===== src/rtl/cmos_sensor_tx_pkg.sv =====
// Shared definitions for the CMOS sensor transmitter and its capture-side peers.
// Contents:
//   tx_state_t      - frame-level FSM encoding (IDLE/SYNC/BACK/ACTIVE/FRONT)
//   DEF_*           - default 640x480 timing, shared with the capture block
//   RGB_*           - RGB565 colour-bar palette, left to right
//   bar_color()     - bar index (0..7) -> RGB565 colour
package cmos_sensor_tx_pkg;

    typedef enum logic [2:0] {
        ST_IDLE   = 3'd0,
        ST_SYNC   = 3'd1,
        ST_BACK   = 3'd2,
        ST_ACTIVE = 3'd3,
        ST_FRONT  = 3'd4
    } tx_state_t;

    localparam int DEF_H_ACTIVE = 640;
    localparam int DEF_H_BLANK  = 288;
    localparam int DEF_V_SYNC   = 3;
    localparam int DEF_V_BACK   = 17;
    localparam int DEF_V_ACTIVE = 480;
    localparam int DEF_V_FRONT  = 10;

    localparam logic [15:0] RGB_WHITE   = 16'hFFFF;
    localparam logic [15:0] RGB_YELLOW  = 16'hFFE0;
    localparam logic [15:0] RGB_CYAN    = 16'h07FF;
    localparam logic [15:0] RGB_GREEN   = 16'h07E0;
    localparam logic [15:0] RGB_MAGENTA = 16'hF81F;
    localparam logic [15:0] RGB_RED     = 16'hF800;
    localparam logic [15:0] RGB_BLUE    = 16'h001F;
    localparam logic [15:0] RGB_BLACK   = 16'h0000;

    function automatic logic [15:0] bar_color(input logic [2:0] bar);
        logic [15:0] rgb;
        case (bar)
            3'd0:    rgb = RGB_WHITE;
            3'd1:    rgb = RGB_YELLOW;
            3'd2:    rgb = RGB_CYAN;
            3'd3:    rgb = RGB_GREEN;
            3'd4:    rgb = RGB_MAGENTA;
            3'd5:    rgb = RGB_RED;
            3'd6:    rgb = RGB_BLUE;
            3'd7:    rgb = RGB_BLACK;
            default: rgb = RGB_BLACK;
        endcase
        return rgb;
    endfunction

endpackage


===== src/rtl/cmos_sensor_tx_bar_gen.sv =====
// Colour-bar pattern source: maps a pixel index within the active line to
// one of eight equal-width RGB565 bars. Purely combinational.
// Ports:
//   pix_idx  in  PIX_W  pixel index within the line (0..H_ACTIVE-1)
//   rgb      out 16     RGB565 colour of the bar containing pix_idx
module cmos_sensor_tx_bar_gen
    import cmos_sensor_tx_pkg::*;
#(
    parameter int H_ACTIVE = DEF_H_ACTIVE,
    parameter int PIX_W    = $clog2(DEF_H_ACTIVE)
) (
    input  logic [PIX_W-1:0] pix_idx,
    output logic [15:0]      rgb
);

    logic [2:0] bar_s;

    // Bar index is the pixel index divided by the bar width (H_ACTIVE/8).
    always_comb begin
        bar_s = 3'(pix_idx / PIX_W'(H_ACTIVE / 8));
        rgb   = bar_color(bar_s);
    end

endmodule


===== src/rtl/cmos_sensor_tx.sv =====
// OV7670-style sensor transmitter: emits VSYNC/HREF and an RGB565 byte stream
// (high byte first) in the CMOS_PCLK domain, sourced from internal colour bars
// or an external pixel source read with a one-cycle strobe.
// Ports:
//   CMOS_PCLK    in   1   byte clock, all outputs registered on posedge
//   iRST_N       in   1   asynchronous active-low reset
//   iEN          in   1   stream frames (sampled at frame boundary only)
//   iMODE        in   1   0 colour bars, 1 external pixels (sampled at SYNC entry)
//   oPIX_REQ     out  1   read strobe, two cycles ahead of the pixel's high byte
//   iPIX_DATA    in   16  external pixel, valid the cycle after oPIX_REQ
//   CMOS_VSYNC   out  1   high during sync lines and while idle
//   CMOS_HREF    out  1   high for 2*H_ACTIVE cycles on active lines
//   CMOS_DATA    out  8   byte stream, 0 outside HREF
//   oFRAME_DONE  out  1   pulse on the last cycle of each frame
//   oFRAME_CNT   out  8   completed frames, wrapping
module cmos_sensor_tx
    import cmos_sensor_tx_pkg::*;
#(
    parameter int H_ACTIVE = DEF_H_ACTIVE,
    parameter int H_BLANK  = DEF_H_BLANK,
    parameter int V_SYNC   = DEF_V_SYNC,
    parameter int V_BACK   = DEF_V_BACK,
    parameter int V_ACTIVE = DEF_V_ACTIVE,
    parameter int V_FRONT  = DEF_V_FRONT
) (
    input  logic        CMOS_PCLK,
    input  logic        iRST_N,
    input  logic        iEN,
    input  logic        iMODE,
    output logic        oPIX_REQ,
    input  logic [15:0] iPIX_DATA,
    output logic        CMOS_VSYNC,
    output logic        CMOS_HREF,
    output logic [7:0]  CMOS_DATA,
    output logic        oFRAME_DONE,
    output logic [7:0]  oFRAME_CNT
);

    localparam int LINE_T = 2 * H_ACTIVE + H_BLANK;
    localparam int BC_W   = $clog2(LINE_T);
    localparam int LC_W   = $clog2(V_SYNC + V_BACK + V_ACTIVE + V_FRONT + 1);
    localparam int PIX_W  = $clog2(H_ACTIVE);

    tx_state_t         state_r, next_state_s;
    logic [BC_W-1:0]   bc_r, next_bc_s;
    logic [LC_W-1:0]   lc_r, next_lc_s;
    logic              last_line_s;
    logic              mode_r;
    logic [7:0]        hold_lo_r;
    logic              next_href_s, next_hi_byte_s, before_active_s;
    logic              next_req_s, next_done_s;
    logic [7:0]        next_data_s;
    logic [PIX_W-1:0]  pix_idx_s;
    logic [15:0]       bar_rgb_s;
    logic              vsync_r, href_r, req_r, done_r;
    logic [7:0]        data_r, frame_cnt_r;

    // Flags the final line of the current vertical region.
    always_comb begin
        case (state_r)
            ST_SYNC:   last_line_s = (lc_r == LC_W'(V_SYNC - 1));
            ST_BACK:   last_line_s = (lc_r == LC_W'(V_BACK - 1));
            ST_ACTIVE: last_line_s = (lc_r == LC_W'(V_ACTIVE - 1));
            ST_FRONT:  last_line_s = (lc_r == LC_W'(V_FRONT - 1));
            default:   last_line_s = 1'b0;
        endcase
    end

    // Next frame position: byte counter within line, line counter within region, region.
    always_comb begin
        next_state_s = state_r;
        next_bc_s    = bc_r;
        next_lc_s    = lc_r;
        if (state_r == ST_IDLE) begin
            next_bc_s = {BC_W{1'b0}};
            next_lc_s = {LC_W{1'b0}};
            if (iEN) begin
                next_state_s = ST_SYNC;
            end else begin
                next_state_s = ST_IDLE;
            end
        end else if (bc_r == BC_W'(LINE_T - 1)) begin
            next_bc_s = {BC_W{1'b0}};
            if (last_line_s) begin
                next_lc_s = {LC_W{1'b0}};
                case (state_r)
                    ST_SYNC:   next_state_s = ST_BACK;
                    ST_BACK:   next_state_s = ST_ACTIVE;
                    ST_ACTIVE: next_state_s = ST_FRONT;
                    ST_FRONT:  next_state_s = iEN ? ST_SYNC : ST_IDLE;
                    default:   next_state_s = ST_IDLE;
                endcase
            end else begin
                next_lc_s = lc_r + LC_W'(1);
            end
        end else begin
            next_bc_s = bc_r + BC_W'(1);
        end
    end

    // Pixel under the byte about to be driven.
    always_comb begin
        pix_idx_s = PIX_W'(next_bc_s >> 1);
    end

    cmos_sensor_tx_bar_gen #(
        .H_ACTIVE (H_ACTIVE),
        .PIX_W    (PIX_W)
    ) u_bar_gen (
        .pix_idx (pix_idx_s),
        .rgb     (bar_rgb_s)
    );

    // Output values for the next position. The read strobe leads the high byte by
    // two cycles, so pixel 0 is requested two cycles before the end of the line
    // preceding every active line (including the last back-porch line).
    always_comb begin
        next_href_s     = (next_state_s == ST_ACTIVE) && (next_bc_s < BC_W'(2 * H_ACTIVE));
        next_hi_byte_s  = ~next_bc_s[0];
        before_active_s = ((next_state_s == ST_BACK) && (next_lc_s == LC_W'(V_BACK - 1))) ||
                          ((next_state_s == ST_ACTIVE) && (next_lc_s != LC_W'(V_ACTIVE - 1)));
        next_req_s      = mode_r &&
                          ((next_href_s && next_hi_byte_s && (next_bc_s < BC_W'(2 * H_ACTIVE - 2))) ||
                           ((next_bc_s == BC_W'(LINE_T - 2)) && before_active_s));
        next_done_s     = (next_state_s == ST_FRONT) && (next_lc_s == LC_W'(V_FRONT - 1)) &&
                          (next_bc_s == BC_W'(LINE_T - 1));
        if (!next_href_s) begin
            next_data_s = 8'h00;
        end else if (mode_r) begin
            // High byte goes straight out from the source; low byte comes from the hold register.
            next_data_s = next_hi_byte_s ? iPIX_DATA[15:8] : hold_lo_r;
        end else begin
            next_data_s = next_hi_byte_s ? bar_rgb_s[15:8] : bar_rgb_s[7:0];
        end
    end

    // Frame FSM, counters and registered outputs.
    always_ff @(posedge CMOS_PCLK or negedge iRST_N) begin
        if (!iRST_N) begin
            state_r     <= ST_IDLE;
            bc_r        <= {BC_W{1'b0}};
            lc_r        <= {LC_W{1'b0}};
            mode_r      <= 1'b0;
            hold_lo_r   <= 8'h00;
            vsync_r     <= 1'b1;
            href_r      <= 1'b0;
            data_r      <= 8'h00;
            req_r       <= 1'b0;
            done_r      <= 1'b0;
            frame_cnt_r <= 8'h00;
        end else begin
            state_r <= next_state_s;
            bc_r    <= next_bc_s;
            lc_r    <= next_lc_s;
            if ((state_r != ST_SYNC) && (next_state_s == ST_SYNC)) begin
                mode_r <= iMODE;
            end
            // The pixel is captured on the edge that starts its high byte; only the
            // low half has to be kept for the following cycle.
            if (next_href_s && next_hi_byte_s) begin
                hold_lo_r <= iPIX_DATA[7:0];
            end
            vsync_r <= (next_state_s == ST_IDLE) || (next_state_s == ST_SYNC);
            href_r  <= next_href_s;
            data_r  <= next_data_s;
            req_r   <= next_req_s;
            done_r  <= next_done_s;
            if (next_done_s) begin
                frame_cnt_r <= frame_cnt_r + 8'd1;
            end
        end
    end

    assign CMOS_VSYNC  = vsync_r;
    assign CMOS_HREF   = href_r;
    assign CMOS_DATA   = data_r;
    assign oPIX_REQ    = req_r;
    assign oFRAME_DONE = done_r;
    assign oFRAME_CNT  = frame_cnt_r;

endmodule


===== config.mk =====
export PLATFORM = sky130hd
export DESIGN_NAME = cmos_sensor_tx
export DESIGN_NICKNAME = d
export VERILOG_FILES = /design/src/rtl/cmos_sensor_tx_pkg.sv /design/src/rtl/cmos_sensor_tx_bar_gen.sv /design/src/rtl/cmos_sensor_tx.sv
export SDC_FILE = /design/constraint.sdc
export NUM_CORES = 1
export LEC_CHECK = 0
export CORE_ASPECT_RATIO = 0.8
export CORE_UTILIZATION = 51
export DETAILED_ROUTE_END_ITERATION = 10
export PLACE_DENSITY = 0.76
export SYNTH_ARGS = -nofsm -noshare
export SYNTH_HDL_FRONTEND = slang
export SYNTH_SLANG_ARGS = --single-unit

===== constraint.sdc =====
create_clock -name CMOS_PCLK -period 2.89 [get_ports CMOS_PCLK]
set_input_delay 0.578 -clock CMOS_PCLK [delete_from_list [all_inputs] [get_ports CMOS_PCLK]]
set_output_delay 0.578 -clock CMOS_PCLK [all_outputs]
set_load 0.03 [all_outputs]

[Word level (Yosys, flattened, before mapping)]
Memories as Yosys holds them, arrays and structs flattened.
Cells that the tools add are included.
Storage, ports and cells
  input bits: 20
  ROM bits: 128
  flip-flop bits (word level): 52
  memories: 1
  output and inout bits: 20
  word-level logic and storage cells: 68
Memories
  (name not given): words 8, bits a word 16, rd ports 1, clocked after memory_dff 0, write ports 0, RTL line cmos_sensor_tx_pkg.sv:35  | case (bar)
Cells by class
  bitwise gates (word level): 1
  $lt $le $gt $ge: 2
  $add $sub $neg: 3
  equality and inequality tests: 19
  div/mod/pow operators: 1
  reduce and logical (&&, ||, !) cells: 15
  mux-type cells: 15
Operators with widths (number)
  $eq A11 B11 Y1 const B: 3
  $mux W8: 4
  $mux W9: 3
  $lt A11 B11 Y1 const B: 2
  $mux W11: 2
  $eq A9 B4 Y1 const B: 2
  $eq A9 B5 Y1 const B: 2
  $eq A3 B2 Y1 const B: 4
  $pmux W3 S4: 1
  $add A11 B1 Y11 const B: 1
  $div A10 B7 Y10 const B: 1
  $logic_and A1 B1 Y1: 10
  $add A9 B1 Y9 const B: 1
  $eq A9 B2 Y1 const B: 1
  $eq A9 B9 Y1 const B: 1
  $mux W3: 3
  $ne A9 B9 Y1 const B: 1
  $add A8 B1 Y8 const B: 1
  $eq A3 B1 Y1 const B: 2
  $eq A3 B3 Y1 const B: 2
  $logic_not A3 Y1: 2
  $pmux W1 S4: 1
  $logic_or A1 B1 Y1: 3
  $ne A3 B1 Y1 const B: 1
  2 further kinds: 2

[Logic depth before layout (Yosys ltp)]
Gate-level depths: netlist (run 1).
  depth after elaboration: 11
  gate-level depth with buffers: 12
  depth with buffers taken out: 11

[Modules after synthesis]
Synthesis (run 1) repeated with hierarchy kept, for this count alone.
Second synthesis, totals
  cell total of the unflattened synthesis: 362
  area, all modules: 3565.9 um^2
By module, submodules not included
  cmos_sensor_tx: cells each 321, seq. area each 1302.5 um^2, area an instance 3280.6 um^2, times used 1
  cmos_sensor_tx_bar_gen: cells each 41, seq. area each 0.0 um^2, area an instance 285.3 um^2, times used 1

[Worst setup path after synthesis (run 1)]
OpenSTA, ideal clock, no wires.
  path type: flip-flop to flip-flop
  from: register bc_r[0]
  to: register frame_cnt_r[7], in the netlist oFRAME_CNT[7]
  setup time: 0.080 ns
  buffers on the path: 1
  setup slack: -0.143 ns
  required time: 2.810 ns
  data arrival time: 2.953 ns
  period minus slack after synthesis: 3.033 ns
  stages on the path, launching flop included: 12
  cell sequence: dfrtp_1 -> ha_1 -> buf_2 -> and4_4 -> nand3_2 -> or3_1 -> mux2i_1 -> or3b_2 -> nor4_4 -> nand3_2 -> nor3_2 -> xor2_1
Between the ends
  longest elaborated chain between the ends: 6
  elaborated cells between the ends (all ways): 13
  those cells by class: add/sub (1); eq/ne (4); mux (6); reduce/logical (2)
RTL lines
  from (decl): RTL line cmos_sensor_tx.sv:45  | logic [BC_W-1:0] bc_r, next_bc_s;
  from (signal assigned): RTL line cmos_sensor_tx.sv:141  | bc_r <= {BC_W{1'b0}};
  from (signal assigned): RTL line cmos_sensor_tx.sv:153  | bc_r <= next_bc_s;
  parallel branches: the longest is 5 deep, another holds $add A11 B1 Y11
  $logic_and A1 B1 Y1 (*): RTL line cmos_sensor_tx.sv:125  | next_done_s = (next_state_s == ST_FRONT) && (next_lc_s == LC_W'(V_FRONT - 1)) &&
  to (signal assigned): RTL line cmos_sensor_tx.sv:169  | frame_cnt_r <= frame_cnt_r + 8'd1;
  to (decl): RTL line cmos_sensor_tx.sv:56  | logic [7:0] data_r, frame_cnt_r;
Every way passes the cells marked *.
A chain may end at the register's enable or synchronous reset.

[Worst setup path after layout (run 1)]
  from: register bc_r[6]
  to: register data_r[6], in the netlist CMOS_DATA[6]
Between the ends
  longest elaborated chain between the ends: 8
  elaborated cells between the ends (all ways): 15
  those cells by class: add/sub (1); div (1); order compare (1); eq/ne (2); mux (8); reduce/logical (1); memory (1)
RTL lines
  $add A11 B1 Y11 or $eq A11 B11 Y1 (tied branches): RTL line cmos_sensor_tx.sv:97, cmos_sensor_tx.sv:82
  $mux W11 (*): RTL line cmos_sensor_tx.sv:82  | end else if (bc_r == BC_W'(LINE_T - 1)) begin
  $mux W11 (*): RTL line cmos_sensor_tx.sv:74  | if (state_r == ST_IDLE) begin
  named net next_bc_s[9]: RTL line cmos_sensor_tx.sv:45
  $div A10 B7 Y10: RTL line cmos_sensor_tx_bar_gen.sv:20  | bar_s = 3'(pix_idx / PIX_W'(H_ACTIVE / 8));
  $mem_v2 Z8 W16
  $mux W8: RTL line cmos_sensor_tx.sv:133  | next_data_s = next_hi_byte_s ? bar_rgb_s[15:8] : bar_rgb_s[7:0];
  $mux W8: RTL line cmos_sensor_tx.sv:129  | end else if (mode_r) begin
  $mux W8 (*): RTL line cmos_sensor_tx.sv:127  | if (!next_href_s) begin
  named net next_data_s[6]: RTL line cmos_sensor_tx.sv:52  | logic [7:0] next_data_s;
  to (signal assigned): RTL line cmos_sensor_tx.sv:165  | data_r <= next_data_s;
  to (decl): RTL line cmos_sensor_tx.sv:56
Mark *: on every way through the listed nets, which the timed path passes. The rest lies on a longest branch.

==> impl_metrics.tcl, run 1 <==
set metrics [dict create \
    rows 25 \
    die_w_um 92.0 \
    fin_crit_ns 2.83 \
    setup_viol 0 \
    ys.flop_type "dfrtp_1" \
    die-area_mm2 0.00680 \
    ys_warn_count 0 \
    gr-total-overflow 0 \
    synth_seq_cells 52 \
    hold_violations 0 \
    period_share 0.981 \
    diodes 0 \
    max_cap_viol_count 0 \
    finalClockSkew_ns 0.0119 \
    seq_area_mm2 0.00131 \
    clkPwrFrac 0.265 \
    final_area_mm2 0.00416 \
    power.total_mw 1.69 \
    grt-busiest-layer "met2" \
    drt_iter0_drc 116 \
    avgRoutedWirePerCell_um 16.9 \
    routed_wl_um 8410 \
    grt_max_degree 34 \
    synth_compound_area_frac 0.125 \
    muxShareOfSynthArea 0.0674 \
    n_fill_cell 499 \
    vias_per_cell 5.95 \
    critical_path.max_fanout 7 \
    start_util 0.544 \
    r2r_start "bc_r[6]$_DFF_PN0_" \
    io-pin-count 40 \
    synth_top_area_share 0.387 \
    timing.rr.end "CMOS_DATA[6]$_DFF_PN0_" \
    power_frac_seq 0.502 \
    switching_share 0.333 \
    cts_max_level 2 \
    slew_headroom 0.579 \
    place_congestion 0.948 \
    antenna_found_initial 0 \
    grt_util_met3 0.0429 \
    drive_above_1_share 0.228 \
    p_sw_mw 0.564 \
    power.leakage_nw 1.80 \
    post-route-drc-count 0 \
    crit_path_start_kind "flip-flop" \
    grt_usage 0.264 \
    worstSkewPairLatency_ns 0.31 \
    async_flop_share 1.00 \
    syn2layout_area_growth_pct 26.1 \
    synth_cell_types 67 \
    critPathArrivalTime_ns 3.05 \
    fmax_mhz 353 \
    dr_total_vias 2958 \
    fin_hold_ws_ns 0.226 \
    combPwrFrac 0.233 \
    use_met2 0.450 \
    synth-xor-area-share 0.0709 \
    crit_type "flip-flop to flip-flop" \
    syn_inst 348 \
    ys_seq_area_frac 0.394 \
    syn-num-nets 371 \
    tightest_slew_ns 0.628 \
    cts_buffer_depth 2 \
    tritoncts "yes" \
    dr.pass1.iters 6 \
    dp_cells 482 \
    gr-usage-met1 0.356 \
    yosys.area_share.simple 0.288 \
    clk_pin_slew_ns 0.11 \
    synth_edf_count 0 \
    clockRootBuffer "clkbuf_8" \
    vdd_drop_max_mv 0.316 \
    r2r.worst_path.cells 11 \
    power_density_mw_per_mm2 407 \
    synth-adder-area-share 0.0144 \
    dieHeight_um 74.0 \
    ant_nets 0 \
    dp_hpwl_um 6310 \
    status "finished clean" \
    p_int_mw 1.13 \
    holdCritPathClass "input port to asynchronous set/reset pin" \
    fin_nets 438 \
    portBuffers 39 \
    fin_cells 497 \
    cts_inserted_buffers 5 \
    slew_violations 0 \
    placed_area_mm2 0.00395 \
    syn_area_mm2 0.00330 \
    clock-sinks 52 \
    grt_pass1_vias 2906 \
    end_kind "flip-flop" \
    rrSetupSlack_ns 0.06 \
    crit_required_ns 3.10 \
    multi_input_area_mm2 0.00195 \
    core-area_mm2 0.00607 \
    grt_pass1_wl_um 14100 \
    syn_avg_cell_area_um2 9.49 \
    synth_top_family_by_area "simple AND/OR/NAND/NOR gates" \
    synth_area_leaders "dfrtp_1 (39%), nor2_1 (3.9%), mux2_2 (3.4%)" \
    yosysTopAreaCell "dfrtp_1" \
]
-- state kept, by name, indices dropped and copies added, names as in the netlist --
name,flops
mode_r,1
state_r,3
CMOS_VSYNC,1
lc_r,9
CMOS_DATA,8
oFRAME_CNT,8
oPIX_REQ,1
oFRAME_DONE,1
bc_r,11
CMOS_HREF,1
hold_lo_r,8
-- power by group through the flow --
stage	logic, mW	clock network, mW	registers [mW]
2_1_floorplan	0.245	0	0.841
3_3_place_gp	0.367	0	0.853
3_5_place_dp	0.375	0	0.861
4_1_cts	0.377	0.456	0.846
5_1_grt	0.432	0.480	0.859
6_report	0.395	0.448	0.850
-- layout make-up --
cell class,instances,area share
clock buffer,5,0.0165
clock inverter,3,0.00601
inverter,11,0.00992
multi-input combinational,268,0.468
sequential,52,0.314
tap,81,0.0243
timing repair buffer,77,0.161
-- how the worst max path moves through the flow --
stage | start | end | slack, ns
2_1_floorplan | bc_r[0]$_DFF_PN0_ | oFRAME_CNT[7]$_DFFE_PN0P_ | 0.06
3_3_place_gp | bc_r[7]$_DFF_PN0_ | hold_lo_r[3]$_DFFE_PN0P_ | 0.007
3_5_place_dp | bc_r[7]$_DFF_PN0_ | hold_lo_r[0]$_DFFE_PN0P_ | -0.03
4_1_cts | bc_r[0]$_DFF_PN0_ | oFRAME_CNT[6]$_DFFE_PN0P_ | 0.02
5_1_grt | bc_r[6]$_DFF_PN0_ | CMOS_DATA[2]$_DFF_PN0_ | -0.06
6_report | bc_r[6]$_DFF_PN0_ | CMOS_DATA[6]$_DFF_PN0_ | 0.06
-- what timing repair did --
| item | in CTS | in global routing |
|---|---|---|
| resized for setup | 1 | 17 |
| setup buffers | 1 | 5 |
| pin swaps | 1 | 2 |
| endpoints found under the hold margin | 0 | 0 |
| setup endpoints to repair | 11 | 24 |
| hold buffers | 0 | 0 |
| cloned | 0 | 1 |
-- critical path: stages, from the launching register on --
cell	delay (ns)
dfrtp_1	0.42
buf_4	0.18
nand4_1	0.23
nor3_4	0.26
xor2_2	0.28
nand3_2	0.16
inv_1	0.19
nand2_1	0.13
a41oi_2	0.28
a21oi_1	0.10
a211o_1	0.31
and3_1	0.19
-- cell families after synthesis --
logic type,Yosys count
AO/OA/AOI/OAI,61
XOR/XNOR,25
adder cells (fa/ha/maj),4
buffers and inverters,29
flip-flops,52
multiplexers,21
AND/OR/NAND/NOR,156
-- cell usage in the layout (no fill, tap or decap), types with 4 or more instances in the layout --
| cell | count |
|---|---|
| a31oi_1 | 7 |
| nand3_1 | 14 |
| and2_1 | 5 |
| dfrtp_2 | 5 |
| nand2b_1 | 5 |
| nand2_1 | 24 |
| o21ai_0 | 8 |
| o211ai_1 | 5 |
| clkdlybuf4s50_1 | 38 |
| xnor2_1 | 12 |
| inv_1 | 9 |
| a21oi_1 | 18 |
| nor2b_1 | 6 |
| nor4_1 | 4 |
| buf_4 | 38 |
| xor2_1 | 11 |
| dfrtp_1 | 46 |
| nor2_1 | 33 |
| nor3_1 | 10 |
| mux2_2 | 10 |
| clkbuf_8 | 5 |
| and3_1 | 7 |
| nand4b_1 | 5 |
| mux2i_1 | 11 |
| nand4_1 | 8 |
-- synth_stat cells, types with 8 or more instances --
cell and number:
inv_1 10, mux2i_1 11, nor2_1 34, xor2_1 11, mux2_2 10, nor3_1 10
clkbuf_1 9, nand2_1 24, nand3_1 14, a21oi_1 18, xnor2_1 12, a31oi_1 8
o21ai_0 8, nand4_1 8, dfrtp_1 51
-- through the flow --
step	utilization	TNS, ns	setup slack (ns)
final	0.686	0	0.0557
after detailed placement	0.650	-0.126	-0.0277
after global routing	0.686	-0.487	-0.0646
after floorplan	-	0	0.0624
after global placement	0.650	0	0.00690
after CTS	0.668	0	0.0184
-- layer usage --
metal  vias up  wire length [µm]
met3         9               467
met4         0                65
met1      1465              3710
met5         -                 0
li1       1395                 -
met2        89              4160
No activity file was read; power rests on OpenSTA's default activity.
==> inputs of run 2 (changes only) <==
--- a/config.mk
+++ b/config.mk
@@ -8,6 +8,7 @@
 export CORE_ASPECT_RATIO = 0.8
 export CORE_UTILIZATION = 51
 export DETAILED_ROUTE_END_ITERATION = 10
+export HOLD_SLACK_MARGIN = 0.05
 export PLACE_DENSITY = 0.76
 export SYNTH_ARGS = -nofsm -noshare
 export SYNTH_HDL_FRONTEND = slang
==> results of run 2 <==
Final layout, timing and power as in run 1 (identical DEF).
==> inputs of run 3 (changes only) <==
--- a/config.mk
+++ b/config.mk
@@ -5,6 +5,7 @@
 export SDC_FILE = /design/constraint.sdc
 export NUM_CORES = 1
 export LEC_CHECK = 0
+export CAP_MARGIN = 5
 export CORE_ASPECT_RATIO = 0.8
 export CORE_UTILIZATION = 51
 export DETAILED_ROUTE_END_ITERATION = 10
==> constraint.sdc (replaced) <==
create_clock -name CMOS_PCLK -period 2.89 [get_ports CMOS_PCLK]
set_input_delay 0.578 -clock CMOS_PCLK [delete_from_list [all_inputs] [get_ports CMOS_PCLK]]
set_output_delay 0.578 -clock CMOS_PCLK [all_outputs]
set_load 0.005 [all_outputs]
==> results of run 3 <==
Final layout, timing and power as in run 1 (identical DEF).
